==> config.mk <==
export PLATFORM = sky130hd
export DESIGN_NAME = fir_filter
export DESIGN_NICKNAME = d
export VERILOG_FILES = /design/src/rtl/fir_pkg.sv /design/src/rtl/fir_delay_line.sv /design/src/rtl/fir_filter.sv
export SDC_FILE = /design/constraint.sdc
export NUM_CORES = 1
export LEC_CHECK = 0
export BUFFER_PORTS_ARGS = -buffer_cell sky130_fd_sc_hd__buf_2
export CAP_MARGIN = 5
export CORE_AREA = 3 3 211 151
export CTS_CLUSTER_DIAMETER = 60
export CTS_CLUSTER_SIZE = 40
export DETAILED_ROUTE_END_ITERATION = 6
export DIE_AREA = 0 0 214 154
export PLACE_DENSITY = 0.75
export SETUP_SLACK_MARGIN = 0.02
export SLEW_MARGIN = 20
export SYNTH_ARGS = -nofsm -noshare
export SYNTH_HDL_FRONTEND = slang
export SYNTH_HIERARCHICAL = 1
export SYNTH_SLANG_ARGS = --single-unit
==> constraint.sdc <==
create_clock -name CLK -period 5.4 [get_ports CLK]
set_input_delay 0 -clock CLK [delete_from_list [all_inputs] [get_ports CLK]]
set_output_delay 0 -clock CLK [all_outputs]
set_load 0.02 [all_outputs]
==> src/rtl/fir_pkg.sv <==
// Shared helpers for the streaming FIR filter: sizing, reset coefficients,
// and the final round/shift/saturate step.
package fir_pkg;

  // Ceiling log2 for sizing address and accumulator fields (n >= 1).
  function automatic int clog2(input int n);
    int r;
    r = 0;
    while ((1 << r) < n) r++;
    return r;
  endfunction

  // Accumulator width: a full product plus enough headroom to add TAPS of
  // them without overflow.
  function automatic int acc_width(input int width, input int cw, input int taps);
    return width + cw + clog2(taps) + 1;
  endfunction

  // Reset coefficient for tap k: unity gain through tap 0 once the sum is
  // shifted down, zero elsewhere.
  function automatic logic [63:0] reset_coef(input int k, input int shift);
    return (k == 0) ? (64'd1 << shift) : 64'd0;
  endfunction

  // Add the half-up rounding bias (if enabled), shift down, clamp to the
  // largest unsigned value representable in width bits.
  function automatic logic [63:0] round_sat(input logic [63:0] sum, input int width,
                                            input int shift, input bit round);
    logic [63:0] bias;
    logic [63:0] val;
    logic [63:0] vmax;
    bias = (round && shift > 0) ? (64'd1 << (shift - 1)) : 64'd0;
    val  = (sum + bias) >> shift;
    vmax = (64'd1 << width) - 64'd1;
    return (val > vmax) ? vmax : val;
  endfunction

endpackage

==> src/rtl/fir_delay_line.sv <==
// Sample history for the FIR filter. Shifts only on accepted samples; clear
// empties the history, but a sample accepted in the same cycle still lands
// as the newest history word.
module fir_delay_line #(
  parameter int WIDTH = 8,
  parameter int TAPS  = 4
) (
  input  logic                        CLK,
  input  logic                        RST,
  input  logic                        i_valid,
  input  logic                        i_clear,
  input  logic [WIDTH-1:0]            i_data,
  output logic [(TAPS-1)*WIDTH-1:0]   o_hist
);

  localparam int HW = (TAPS - 1) * WIDTH;

  logic [HW-1:0] r_hist;

  assign o_hist = r_hist;

  // Word 0 holds x[n-1]; shifting by WIDTH pushes older samples up and drops the oldest.
  always_ff @(posedge CLK) begin
    if (RST) begin
      r_hist <= '0;
    end else if (i_valid) begin
      if (i_clear) r_hist <= HW'(i_data);
      else         r_hist <= (r_hist << WIDTH) | HW'(i_data);
    end else if (i_clear) begin
      r_hist <= '0;
    end
  end

endmodule

==> src/rtl/fir_filter.sv <==
// Streaming FIR filter with runtime-writable coefficients. Stage 1 registers
// the per-tap products, stage 2 registers the rounded, shifted and saturated
// sum. Reset loads an identity response (c[0] = 1 << SHIFT).
module fir_filter import fir_pkg::*; #(
  parameter int WIDTH = 8,
  parameter int TAPS  = 4,
  parameter int CW    = 8,
  parameter int SHIFT = 2,
  parameter int ROUND = 1
) (
  input  logic                      CLK,
  input  logic                      RST,
  input  logic                      in_valid,
  input  logic [WIDTH-1:0]          in_data,
  input  logic                      clear,
  input  logic                      coef_we,
  input  logic [clog2(TAPS)-1:0]    coef_addr,
  input  logic [CW-1:0]             coef_data,
  output logic                      out_valid,
  output logic [WIDTH-1:0]          out_data
);

  localparam int ACCW = acc_width(WIDTH, CW, TAPS);
  localparam int PW   = WIDTH + CW;

  logic [CW-1:0]              r_coef [TAPS];
  logic [PW-1:0]              r_prod [TAPS];
  logic                       r_v1;
  logic [(TAPS-1)*WIDTH-1:0]  w_hist;
  logic [WIDTH-1:0]           w_x [TAPS];
  logic [ACCW-1:0]            w_sum;
  logic [WIDTH-1:0]           w_y;

  fir_delay_line #(
    .WIDTH (WIDTH),
    .TAPS  (TAPS)
  ) u_delay (
    .CLK     (CLK),
    .RST     (RST),
    .i_valid (in_valid),
    .i_clear (clear),
    .i_data  (in_data),
    .o_hist  (w_hist)
  );

  // Tap operands: current sample plus history, with history forced to zero on clear.
  always_comb begin
    for (int k = 0; k < TAPS; k++) w_x[k] = '0;
    w_x[0] = in_data;
    for (int k = 1; k < TAPS; k++) begin
      w_x[k] = clear ? '0 : w_hist[(k-1)*WIDTH +: WIDTH];
    end
  end

  // Coefficient register file; out-of-range addresses match no entry and are dropped.
  always_ff @(posedge CLK) begin
    if (RST) begin
      for (int k = 0; k < TAPS; k++) r_coef[k] <= CW'(reset_coef(k, SHIFT));
    end else if (coef_we) begin
      for (int k = 0; k < TAPS; k++) begin
        if (int'(coef_addr) == k) r_coef[k] <= coef_data;
      end
    end
  end

  // Stage 1: products use the coefficients as they stood before any same-cycle write.
  always_ff @(posedge CLK) begin
    if (RST) begin
      r_v1 <= 1'b0;
      for (int k = 0; k < TAPS; k++) r_prod[k] <= '0;
    end else begin
      r_v1 <= in_valid;
      if (in_valid) begin
        for (int k = 0; k < TAPS; k++) r_prod[k] <= PW'(w_x[k]) * PW'(r_coef[k]);
      end
    end
  end

  // Sum of products, then round, shift and clamp.
  always_comb begin
    w_sum = '0;
    for (int k = 0; k < TAPS; k++) w_sum = w_sum + ACCW'(r_prod[k]);
    w_y = WIDTH'(round_sat(64'(w_sum), WIDTH, SHIFT, ROUND != 0));
  end

  // Stage 2: result register; out_data only moves when a result is valid.
  always_ff @(posedge CLK) begin
    if (RST) begin
      out_valid <= 1'b0;
      out_data  <= '0;
    end else begin
      out_valid <= r_v1;
      if (r_v1) out_data <= w_y;
    end
  end

endmodule

======== Yosys cells after proc, flatten, opt, wreduce, memory -nomap -nowiden ========
Memories as Yosys holds them, arrays and structs flattened.
Cells that the tools add are included.
cells by class
  equal/unequal tests ..................... 3
  multipliers ............................. 4
  bitwise operators ....................... 9
  $add $sub $neg .......................... 4
  reductions and logical operators ........ 2
  order comparisons ....................... 1
  mux-type cells .......................... 36
operators by type and width
  operator                                                               number
  24-bit two-way mux                                                     3
  8-bit by 8-bit multiplier with 16-bit output                           4
  16-bit two-way mux                                                     4
  8-bit two-way mux                                                      8
  24-bit by 8-bit bitwise OR with 24-bit output                          1
  1-bit two-way mux                                                      21
  19-bit by 2-bit adder with 20-bit output, second input constant        1
  18-bit by 16-bit adder with 19-bit output                              1
  17-bit by 16-bit adder with 18-bit output                              1
  18-bit by 8-bit > comparator with 1-bit output, second input constant  1
  16-bit by 16-bit adder with 17-bit output                              1
  1-bit bitwise OR                                                       8
  2-bit equality test, second input constant                             2
  2-bit by 1-bit equality test with 1-bit output, second input constant  1
  2-bit logical NOT                                                      1
  2-bit nonzero test                                                     1
storage, ports and cells
  bits of input ports ..................... 23
  memories ................................ 2
  word-level logic and storage cells ...... 65
  RAM bits ................................ 96
  output and inout bits ................... 9
  register bits ........................... 34
memory list
  memory  words  bits a word  read ports  clocked after Yosys merged registers in  write ports  RTL line          source
  r_prod  4      16           4           0                                        4            fir_filter.sv:27  logic [PW-1:0] r_prod [TAPS];
  r_coef  4      8            4           0                                        4            fir_filter.sv:26  logic [CW-1:0] r_coef [TAPS];

======== Depth between registers and ports, before layout ========
  depth after elaboration ................. 6
  mapped depth ............................ 19

======== Cells and area by module ========
The synthesis kept the hierarchy.
by module, submodules not included
  module          instances  area each (um2)  cells an instance  seq. area each (um2)
  fir_filter      1          13884.6          1465               3083.0
  fir_delay_line  1          1017.2           90                 480.5

======== Least setup slack after synthesis ========
No wires, ideal clock.
  kind .................................... input to register
  from .................................... input port clear
  to ...................................... memory r_prod[1][15] (netlist name) (data pin)
  setup slack ............................. 0.748 ns
  library setup time ...................... 0.266 ns
  data required time ...................... 5.134 ns
  data arrival time ....................... 4.386 ns
  cell stages on the path ................. 17
  cell sequence ........................... clkbuf_1 -> buf_1 -> nor2b_1 -> and2_1 -> fa_1 -> inv_1 -> fa_1 -> fa_1 -> fa_1 -> inv_1 -> ha_1 -> or2_2 -> a21oi_1 -> a211oi_1 -> o31ai_1 -> xnor2_1 -> nor2_1
RTL lines
  item         RTL line          source
  from (decl)  fir_filter.sv:15  input logic clear,
  to (decl)    fir_filter.sv:27

==> impl_metrics.tcl <==
set metrics [dict create \
    finalSetupTns_ns 0 \
    hp-class "primary input to flop" \
    syn2layout_area_growth_pct 9.202 \
    die-width_microns 214 \
    skew_ns 0.01178 \
    grt_setup_unrepaired "false" \
    start_util_pct 49.83 \
    placed_area_sq_mm 0.01551 \
    yosysUniqueCellTypes 63 \
    routabilityCongestion 0.9278 \
    critical_path_class "flop to flop" \
    syn_avg_cell_area_sq_um 9.583 \
    route.met3.wl_microns 3262 \
    yosysSeqAreaShare_pct 23.91 \
    grtUsageTotal_pct 21.65 \
    whs_ns 0.06546 \
    p_per_area_mw_per_mm2 245.7 \
    relSlewSlack_pct 31.79 \
    clockRootBuffer "clkbuf_16" \
    syn_inst 1555 \
    m1WireLength_microns 16000 \
    grt_pass1_wl_microns 57100 \
    status "finished clean" \
    met2WireLength_microns 14310 \
    synth-seq-cells 130 \
    drc 0 \
    rows 53 \
    final_area_sq_mm 0.01627 \
    vias_per_cell 5.228 \
    fin_crit_sh_pct 95.22 \
    critPathLaunchType "flop" \
    max_freq_ghz 0.1945 \
    final_cell_mix "inv_1 (302), and2_1 (185), fa_1 (175), ha_1 (161), nand2_1 (145)" \
    syn_nets 1914 \
    setup_ws_ns 0.2582 \
    nFillCells 2650 \
    drtIter0Drc 613 \
    final_common_cell "inv_1" \
    die_area_sq_mm 0.03296 \
    ys.flop_type "edfxtp_1" \
    power_leakage_nw 7.990 \
    cts_buffers 17 \
    hpwl_microns 27440 \
    async_flop_share_pct 0 \
    ant_nets 0 \
    place_inst 1985 \
    htreeDepth 4 \
    nNetsFinal 1969 \
    drv_slew 0 \
    stdcell_count 2035 \
    synth_area_sq_mm 0.01490 \
    place_ws_ns 0.2968 \
    detail_route.first_pass.iterations 7 \
    maxCapViolCount 0 \
    clkSlewWorstSetupHoldPaths_ns 0.07 \
    vias 10639 \
    worst_ir_drop_vdd_mv 0.2364 \
    setup_viol 0 \
    io_pins 32 \
    synth_edf_count 96 \
    antenna_cells 0 \
    endpoint_kind "flop" \
    hold_viol_final 0 \
    io_buffers 31 \
    crit_arrival_ns 5.45 \
    clk_latency_ns 0.44 \
    grt_antenna_before_repair 2 \
    cp_data_required_time_ns 5.71 \
    grt_pass1_vias 11093 \
    fin_crit_ns 5.142 \
    design.core.area_sq_mm 0.02991 \
    layout-drive-gt1-share_pct 7.640 \
    clockBufferDepth 2 \
    detail_route.wl_per_cell_microns 16.79 \
    grt_max_degree 65 \
    cts_tree "yes" \
    yosys_warnings 6 \
    grt.overflow.total 0 \
    tightest_slew_ns 0.9973 \
    routed_wirelength_microns 34170 \
    top_layer "met5" \
    cp_max_fo 8 \
    die_h_microns 154 \
    cts_sinks 130 \
]
## critical path: stages (launching register included)
cell and delay (ns):
dfxtp_1 0.36, nor2b_1 0.60, nand2_1 0.22, fa_1 0.58
inv_1 0.05, fa_1 0.46, fa_1 0.51, inv_1 0.06
fa_1 0.48, inv_1 0.04, ha_1 0.35, o21ai_0 0.15
a211oi_1 0.42, nor3_1 0.14, or4_1 0.52, nand2_1 0.08
## path summary, 6_finish.rpt
kind	start	end	slack (ns)	depth (start not counted)
worst min-delay path	RST	u_delay/o_hist[1]$_SDFFE_PP0P_	0.07	3
worst min register to register	u_delay/o_hist[23]$_SDFFE_PP0P_	u_delay/o_hist[23]$_SDFFE_PP0P_	0.49	2
worst max-delay path	u_delay/o_hist[12]$_SDFFE_PP0P_	r_prod[2][15]$_SDFFCE_PN0P_	0.26	15
worst max register to register	u_delay/o_hist[12]$_SDFFE_PP0P_	r_prod[2][15]$_SDFFCE_PN0P_	0.26	15
## layer usage
metal	vias up	GRT usage, %
li1	5089	-
met1	5091	30.93
met2	402	32.04
met3	53	6.974
met4	4	5.290
met5	-	0
## cell usage after synthesis (10+ instances only)
library cell / number / area (sq um)
a21o_1: 14 / 105.1
a21oi_1: 43 / 215.2
and2_1: 185 / 1157
clkbuf_1: 17 / 63.81
dfxtp_1: 34 / 680.7
edfxtp_1: 96 / 2883
fa_1: 175 / 3503
ha_1: 161 / 2014
inv_1: 302 / 1134
mux2i_1: 17 / 170.2
nand2_1: 145 / 544.3
nand3_1: 22 / 110.1
nor2_1: 62 / 232.7
nor2_2: 10 / 62.56
nor2b_1: 35 / 219.0
nor3_1: 40 / 200.2
o21ai_0: 22 / 110.1
or3_1: 16 / 100.1
xor2_1: 30 / 262.8
## flip-flops by register name (all words and copies together) (netlist names)
name,count
out_data,8
out_valid,1
r_coef,32
r_prod,64
r_v1,1
u_delay/o_hist,24
## cells by family (layout without fill, tap and decap cells)
kind of cell / count (synthesis) / after routing / share of synthesized area (%)
multiplexers: 18 / 18 / 1.217
flip-flops: 130 / 130 / 23.91
buffers and inverters: 329 / 397 / 8.724
AO/OA/AOI/OAI: 141 / 141 / 6.818
adder cells (fa/ha/maj): 336 / 336 / 37.03
XOR/XNOR: 37 / 37 / 2.175
AND/OR/NAND/NOR: 564 / 564 / 20.13
## layout make-up
class / instances / area (sq um) / share of cell area, %
clock inverters: 11 / 103.9 / 0.6382
repair buffers: 63 / 440.4 / 2.706
multi-input cells: 1096 / 10050 / 61.73
clock buffers: 21 / 470.5 / 2.891
inverters: 302 / 1134 / 6.966
flip-flops and latches: 130 / 3563 / 21.90
well taps: 412 / 515.5 / 3.168
## stage by stage
stage / utilization (%) / total power, mW
finish: 54.41 / 3.998
global placement: 51.87 / 2.804
floorplan: - / 2.435
global route: 54.41 / 4.285
detailed placement: 51.87 / 2.857
CTS: 54.39 / 4.002
## power by group
group | leakage, nW | switching (mW) | internal, mW | total (mW)
Combinational | 6.41 | 0.977 | 0.656 | 1.63
Sequential | 1.30 | 0.0774 | 1.16 | 1.24
Clock | 0.280 | 0.458 | 0.671 | 1.13
Total | 7.99 | 1.51 | 2.49 | 4.00
## repair_timing
| item | CTS | global route |
|---|---|---|
| setup endpoints to repair | 0 | 1 |
| setup buffers | 0 | 0 |
| endpoints found under the hold margin | 40 | 0 |
| gates resized for setup | 0 | 2 |
| hold buffers | 18 | 0 |
No activity file was read; power rests on OpenSTA's default activity.
